<file path="config.mk">
export PLATFORM = sky130hd
export DESIGN_NAME = fb_pixel_writer
export DESIGN_NICKNAME = d
export VERILOG_FILES = /design/src/rtl/fb_pixel_writer.sv
export SDC_FILE = /design/constraint.sdc
export NUM_CORES = 1
export LEC_CHECK = 0
export CELL_PAD_IN_SITES_DETAIL_PLACEMENT = 2
export CELL_PAD_IN_SITES_GLOBAL_PLACEMENT = 2
export CORE_AREA = 2 2 169 171
export DETAILED_ROUTE_END_ITERATION = 16
export DIE_AREA = 0 0 171 173
export PLACE_DENSITY_LB_ADDON = 0.1
export SYNTH_ARGS = -nofsm -noshare
export SYNTH_HDL_FRONTEND = slang
export SYNTH_SLANG_ARGS = --single-unit
</file>
<file path="constraint.sdc">
create_clock -name clk -period 3.7 [get_ports clk]
set_input_delay 0.925 -clock clk [delete_from_list [all_inputs] [get_ports clk]]
set_output_delay 0.925 -clock clk [all_outputs]
set_load 0.02 [all_outputs]
</file>
<file path="src/rtl/fb_pixel_writer.sv">
// fb_pixel_writer: turns scan coordinates into frame-buffer write requests.
// Stage A computes the linear address and issues the replay-memory read.
// Stage B merges the returned pixel (or black) and pushes into a small FIFO
// whose head drives the valid/ready frame-buffer port.
// Optional build macro: FB_PIXEL_WRITER_TESTPAT_EN (checkerboard instead of black).
module fb_pixel_writer #(
  parameter int unsigned H_RES      = 640,
  parameter int unsigned V_RES      = 480,
  parameter int unsigned PIX_W      = 8,
  parameter int unsigned FIFO_DEPTH = 4
) (
  input  logic             clk,
  input  logic             reset,
  input  logic             in_valid,
  input  logic [9:0]       x,
  input  logic [8:0]       y,
  input  logic             draw_black,
  output logic [18:0]      src_raddr,
  input  logic [PIX_W-1:0] src_rdata,
  output logic             fb_we,
  input  logic             fb_ready,
  output logic [18:0]      fb_addr,
  output logic [PIX_W-1:0] fb_wdata,
  output logic             overflow,
  output logic             frame_done
);

  localparam int unsigned PtrW     = $clog2(FIFO_DEPTH);
  localparam logic [9:0]  HResX    = 10'(H_RES);
  localparam logic [8:0]  VResY    = 9'(V_RES);
  localparam logic [18:0] LastAddr = 19'(H_RES * V_RES - 1);
  localparam logic [PtrW:0] PtrOne = (PtrW + 1)'(1);

  logic [18:0] lin_addr;
  logic        in_ok;

  // 640 = 512 + 128, so the default geometry needs only shifts and adds.
  if (H_RES == 640) begin : g_shift_addr
    assign lin_addr = ({10'd0, y} << 9) + ({10'd0, y} << 7) + {9'd0, x};
  end else begin : g_mul_addr
    assign lin_addr = ({10'd0, y} * 19'(H_RES)) + {9'd0, x};
  end

  assign in_ok = in_valid && (x < HResX) && (y < VResY);

  // Pipeline stage registers
  logic        a_valid_q, a_valid_d, b_valid_q, b_valid_d;
  logic [18:0] a_addr_q, a_addr_d, b_addr_q, b_addr_d;
  logic        a_black_q, a_black_d, b_black_q, b_black_d;
`ifdef FB_PIXEL_WRITER_TESTPAT_EN
  logic        a_chk_q, a_chk_d, b_chk_q, b_chk_d;
`endif

  // FIFO state
  logic [18:0]      mem_addr_q [FIFO_DEPTH];
  logic [18:0]      mem_addr_d [FIFO_DEPTH];
  logic [PIX_W-1:0] mem_data_q [FIFO_DEPTH];
  logic [PIX_W-1:0] mem_data_d [FIFO_DEPTH];
  logic [PtrW:0]    wr_ptr_q, wr_ptr_d, rd_ptr_q, rd_ptr_d;
  logic             overflow_q, overflow_d;
  logic             frame_done_q, frame_done_d;

  logic             fifo_full, fifo_empty, pop, push_ok;
  logic [PIX_W-1:0] b_pixel;

  // Stage A captures accepted coordinates; address holds while idle.
  always_comb begin
    a_valid_d = in_ok;
    a_addr_d  = in_ok ? lin_addr : a_addr_q;
    a_black_d = in_ok ? draw_black : a_black_q;
    b_valid_d = a_valid_q;
    b_addr_d  = a_addr_q;
    b_black_d = a_black_q;
`ifdef FB_PIXEL_WRITER_TESTPAT_EN
    a_chk_d   = in_ok ? (x[4] ^ y[4]) : a_chk_q;
    b_chk_d   = a_chk_q;
`endif
  end

  // Stage B pixel select: replay data arrives this cycle for the stage-B address.
  always_comb begin
    b_pixel = src_rdata;
    if (b_black_q) begin
`ifdef FB_PIXEL_WRITER_TESTPAT_EN
      b_pixel = b_chk_q ? {PIX_W{1'b1}} : {PIX_W{1'b0}};
`else
      b_pixel = {PIX_W{1'b0}};
`endif
    end
  end

  assign fifo_empty = (wr_ptr_q == rd_ptr_q);
  assign fifo_full  = (wr_ptr_q[PtrW] != rd_ptr_q[PtrW]) &&
                      (wr_ptr_q[PtrW-1:0] == rd_ptr_q[PtrW-1:0]);
  assign pop        = !fifo_empty && fb_ready;
  // A pop in the same cycle frees the slot, so a full FIFO still accepts.
  assign push_ok    = b_valid_q && (!fifo_full || pop);

  // FIFO pointer/storage update, sticky overflow and frame-end detection.
  always_comb begin
    mem_addr_d   = mem_addr_q;
    mem_data_d   = mem_data_q;
    wr_ptr_d     = wr_ptr_q;
    rd_ptr_d     = rd_ptr_q;
    if (push_ok) begin
      mem_addr_d[wr_ptr_q[PtrW-1:0]] = b_addr_q;
      mem_data_d[wr_ptr_q[PtrW-1:0]] = b_pixel;
      wr_ptr_d = wr_ptr_q + PtrOne;
    end
    if (pop) begin
      rd_ptr_d = rd_ptr_q + PtrOne;
    end
    overflow_d   = overflow_q | (b_valid_q && fifo_full && !pop);
    frame_done_d = pop && (fb_addr == LastAddr);
  end

  // All state, synchronous active-high reset.
  always_ff @(posedge clk) begin
    if (reset) begin
      a_valid_q    <= 1'b0;
      a_addr_q     <= '0;
      a_black_q    <= 1'b0;
      b_valid_q    <= 1'b0;
      b_addr_q     <= '0;
      b_black_q    <= 1'b0;
`ifdef FB_PIXEL_WRITER_TESTPAT_EN
      a_chk_q      <= 1'b0;
      b_chk_q      <= 1'b0;
`endif
      for (int i = 0; i < int'(FIFO_DEPTH); i++) begin
        mem_addr_q[i] <= '0;
        mem_data_q[i] <= '0;
      end
      wr_ptr_q     <= '0;
      rd_ptr_q     <= '0;
      overflow_q   <= 1'b0;
      frame_done_q <= 1'b0;
    end else begin
      a_valid_q    <= a_valid_d;
      a_addr_q     <= a_addr_d;
      a_black_q    <= a_black_d;
      b_valid_q    <= b_valid_d;
      b_addr_q     <= b_addr_d;
      b_black_q    <= b_black_d;
`ifdef FB_PIXEL_WRITER_TESTPAT_EN
      a_chk_q      <= a_chk_d;
      b_chk_q      <= b_chk_d;
`endif
      mem_addr_q   <= mem_addr_d;
      mem_data_q   <= mem_data_d;
      wr_ptr_q     <= wr_ptr_d;
      rd_ptr_q     <= rd_ptr_d;
      overflow_q   <= overflow_d;
      frame_done_q <= frame_done_d;
    end
  end

  assign src_raddr  = a_addr_q;
  assign fb_we      = !fifo_empty;
  assign fb_addr    = mem_addr_q[rd_ptr_q[PtrW-1:0]];
  assign fb_wdata   = mem_data_q[rd_ptr_q[PtrW-1:0]];
  assign overflow   = overflow_q;
  assign frame_done = frame_done_q;

endmodule

</file>
==> impl_metrics.env <==
export IMPL_cts_tree="done"
export IMPL_endpoint_kind="output port"
export IMPL_post_drt_wl_per_cell_um=20.1
export IMPL_grt_setup_unrepaired="no"
export IMPL_path_delay_family="buffers and inverters"
export IMPL_vias_per_cell=4.80
export IMPL_netlist_area_um2=6890
export IMPL_post_place_ws_ns=0.0586
export IMPL_power_switching_w=0.000984
export IMPL_ios=81
export IMPL_setup_viol=0
export IMPL_p_per_area_nw_per_um2=441
export IMPL_cts_max_path_buffers=2
export IMPL_sw_frac_of_total_pct=26.3
export IMPL_hold_class="reg2reg"
export IMPL_synth_area_per_cell_um2=9.89
export IMPL_clk_pin_slew_worst_paths_ns=0.06
export IMPL_ant_nets=0
export IMPL_first_pass_iters=4
export IMPL_ys_types=45
export IMPL_wl_mm=23.2
export IMPL_first_iter_violations=267
export IMPL_critPathRequiredTime_ns=2.77
export IMPL_drive_gt1_share_pct=9.33
export IMPL_ys_warn_count=0
export IMPL_areaGrowthSynthToFinish_pct=23.4
export IMPL_async_flop_share_pct=0
export IMPL_synth_most_common_cell="dfxtp_1"
export IMPL_crit_arrival_ns=2.44
export IMPL_gp_congestion=0.718
export IMPL_finalCriticalPeriod_ns=3.36
export IMPL_final_cells=1150
export IMPL_numCtsBuffers=17
export IMPL_status="complete, no violations"
export IMPL_crit_path_start_kind="flop"
export IMPL_synth_area_leaders="dfxtp_1, mux4_2, a21oi_1, nand3_1, nand2_1"
export IMPL_htree_num_levels=4
export IMPL_overflow=0
export IMPL_skew_ns=0.00836
export IMPL_final_util_pct=30.8
export IMPL_antenna_cells=0
export IMPL_cts_sinks=158
export IMPL_pwr_share_clk_pct=41.7
export IMPL_synth_top_area_cell="dfxtp_1"
export IMPL_cts_resized=0
export IMPL_relSlewSlack_pct=22.3
export IMPL_fill_cells=3071
export IMPL_synthesis_nets=752
export IMPL_clk_root_buffer_cell="clkbuf_16"
export IMPL_ir_worst_vdd_v=0.000173
export IMPL_hpwlAfterDp_mm=15.0
export IMPL_combPwrFrac_pct=10.8
export IMPL_ys_ff_latch=158
export IMPL_grt_pass1_wl_mm=35.8
export IMPL_track_usage_pct=16.1
export IMPL_leakage_nw=3.16
export IMPL_tightest_slew_ns=1.16
export IMPL_grt_max_degree=63
export IMPL_cts_hold_buffers=0
export IMPL_max_stage_delay_ns=0.57
export IMPL_path_cells="buf_4, mux4_2, clkdlybuf4s50_1"
export IMPL_grt_pass1_vias=6065
export IMPL_crit_type="reg2out"
export IMPL_antenna_found_initial=0
export IMPL_vias=5515
export IMPL_critPathSlowestCell="dfxtp_1"
export IMPL_post_place_cells=1120
export IMPL_p_int_w=0.00276
export IMPL_postCtsSetupBuffers=0
export IMPL_seq_power_share_pct=47.5
export IMPL_dieArea_um2=29600
export IMPL_ys_top_cells_by_count="dfxtp_1, a21oi_1, nand2_1"
export IMPL_final_max_slew_viol_count=0
export IMPL_worst_path_buf_inv=2
export IMPL_port_buffer_count=80
export IMPL_synth_flop_cell="dfxtp_1"
export IMPL_syn_inst=696
export IMPL_max_freq_mhz=297
export IMPL_finalHoldViolCount=0
export IMPL_die_x_um=171
export IMPL_synth_edf_count=0
export IMPL_rows=61
export IMPL_ys_seq_area_share_pct=45.9
export IMPL_max_cap_viol_count=0
export IMPL_layout_nets=817
export IMPL_finalCritPeriodShare_pct=90.9
export IMPL_netlist_area_leader_share_pct=45.9
export IMPL_cp_max_fo=10
export IMPL_initial_core_util_pct=24.9
export IMPL_clk_latency_ns=0.42
export IMPL_drc_errors=0
export IMPL_setup_tns_ns=0
export IMPL_fin_ws_ns=0.337
export IMPL_core_area_um2=27600
export IMPL_total_power_w=0.00375
export IMPL_die_h_um=173
==> layer usage <==
metal,GRT usage (%),share of wire (%),routed length [um]
met2,27.3,49,11400
met1,20.8,46,10800
met5,0,0,0
met3,2.61,2.8,654
met4,4.70,1.3,307
==> final timing paths <==
check,from,to,slack (ns),cells after the start
hold reg to reg,mem_addr_q[36]$_SDFFE_PP0P_,mem_addr_q[36]$_SDFFE_PP0P_,0.45,2
setup reg to reg,rd_ptr_q[0]$_SDFFE_PP0P_,mem_data_q[0]$_SDFFE_PP0P_,1.25,7
hold / removal,mem_addr_q[36]$_SDFFE_PP0P_,mem_addr_q[36]$_SDFFE_PP0P_,0.45,2
setup / recovery,rd_ptr_q[0]$_SDFFE_PP0P_,fb_wdata[3],0.34,3
==> worst register-to-register path: cells and delay by family (launching register included) <==
kind / cells / cell delay [ns]
multiplexers: 1 / 0.27
XOR/XNOR: 1 / 0.24
flip-flops: 1 / 0.57
AND/OR/NAND/NOR: 2 / 0.48
AO/OA/AOI/OAI: 1 / 0.19
buffers and inverters: 2 / 0.57
==> state kept, by name, summed over array words and instances, names as in the netlist <==
register / flops
src_raddr: 19
wr_ptr_q: 3
mem_data_q: 32
a_valid_q: 1
frame_done: 1
b_black_q: 1
rd_ptr_q: 3
a_black_q: 1
b_valid_q: 1
b_addr_q: 19
overflow: 1
mem_addr_q: 76
==> power by group through the flow <==
| stage | Clock [W] | Sequential, W | Combinational (W) |
|---|---|---|---|
| 6_report | 0.00156 | 0.00178 | 0.000405 |
| 5_1_grt | 0.00171 | 0.00178 | 0.000443 |
| 4_1_cts | 0.00162 | 0.00178 | 0.000413 |
| 3_5_place_dp | 0 | 0.00182 | 0.000410 |
| 3_3_place_gp | 0 | 0.00182 | 0.000403 |
| 2_1_floorplan | 0 | 0.00182 | 0.000223 |
==> layout make-up <==
| cell class | instances | area, um^2 | share of cell area (%) |
|---|---|---|---|
| clock buffer | 20 | 437 | 5.14 |
| multi-input combinational | 479 | 3380 | 39.7 |
| clock inverter | 10 | 70.1 | 0.824 |
| inverter | 9 | 33.8 | 0.398 |
| tap | 378 | 473 | 5.57 |
| sequential | 158 | 3160 | 37.2 |
| timing repair buffer | 96 | 943 | 11.1 |
==> cells in the final DEF (no fill, tap or decap), drive strengths merged, types with 2 or more instances in the layout <==
cell type / netlist / layout
clkinvlp: 0 / 5
clkdlybuf4s50: 0 / 79
mux4: 27 / 27
inv: 9 / 10
nor2: 41 / 41
xor2: 5 / 5
fa: 2 / 2
and3: 2 / 2
a21oi: 89 / 89
a2bb2oi: 2 / 2
buf: 26 / 17
clkbuf: 24 / 20
clkinv: 0 / 4
a41oi: 2 / 2
nand3: 83 / 83
mux2i: 32 / 32
nor3: 4 / 4
o22a: 11 / 11
ha: 22 / 22
nand4: 6 / 6
a221o: 2 / 2
dfxtp: 158 / 158
nor2b: 29 / 29
nor4b: 2 / 2
nand2: 92 / 92
o21ai: 4 / 4
o31ai: 2 / 2
a21o: 5 / 5
xnor2: 6 / 6
==> cell families (layout without fill, tap and decap cells) <==
family,count (synthesis),count (layout),synth area share (%)
AOI/OAI and AO/OA,120,120,10.4
xor gates and xnor gates,11,11,1.51
adders and majority gates,24,24,4.58
buffers and inverters,59,135,5.03
DFF,158,158,45.9
muxes,59,59,13.9
and+or+nand+nor,265,265,18.7
==> per-stage QoR <==
step                      hold WS [ns]  instance area [um^2]
after floorplan                  0.414                  6890
after global placement           0.440                  7990
after detailed placement         0.449                  7990
after CTS                        0.458                  8500
after global routing             0.472                  8500
final                            0.455                  8500
Note: power is estimated with default switching activity, not from simulation.
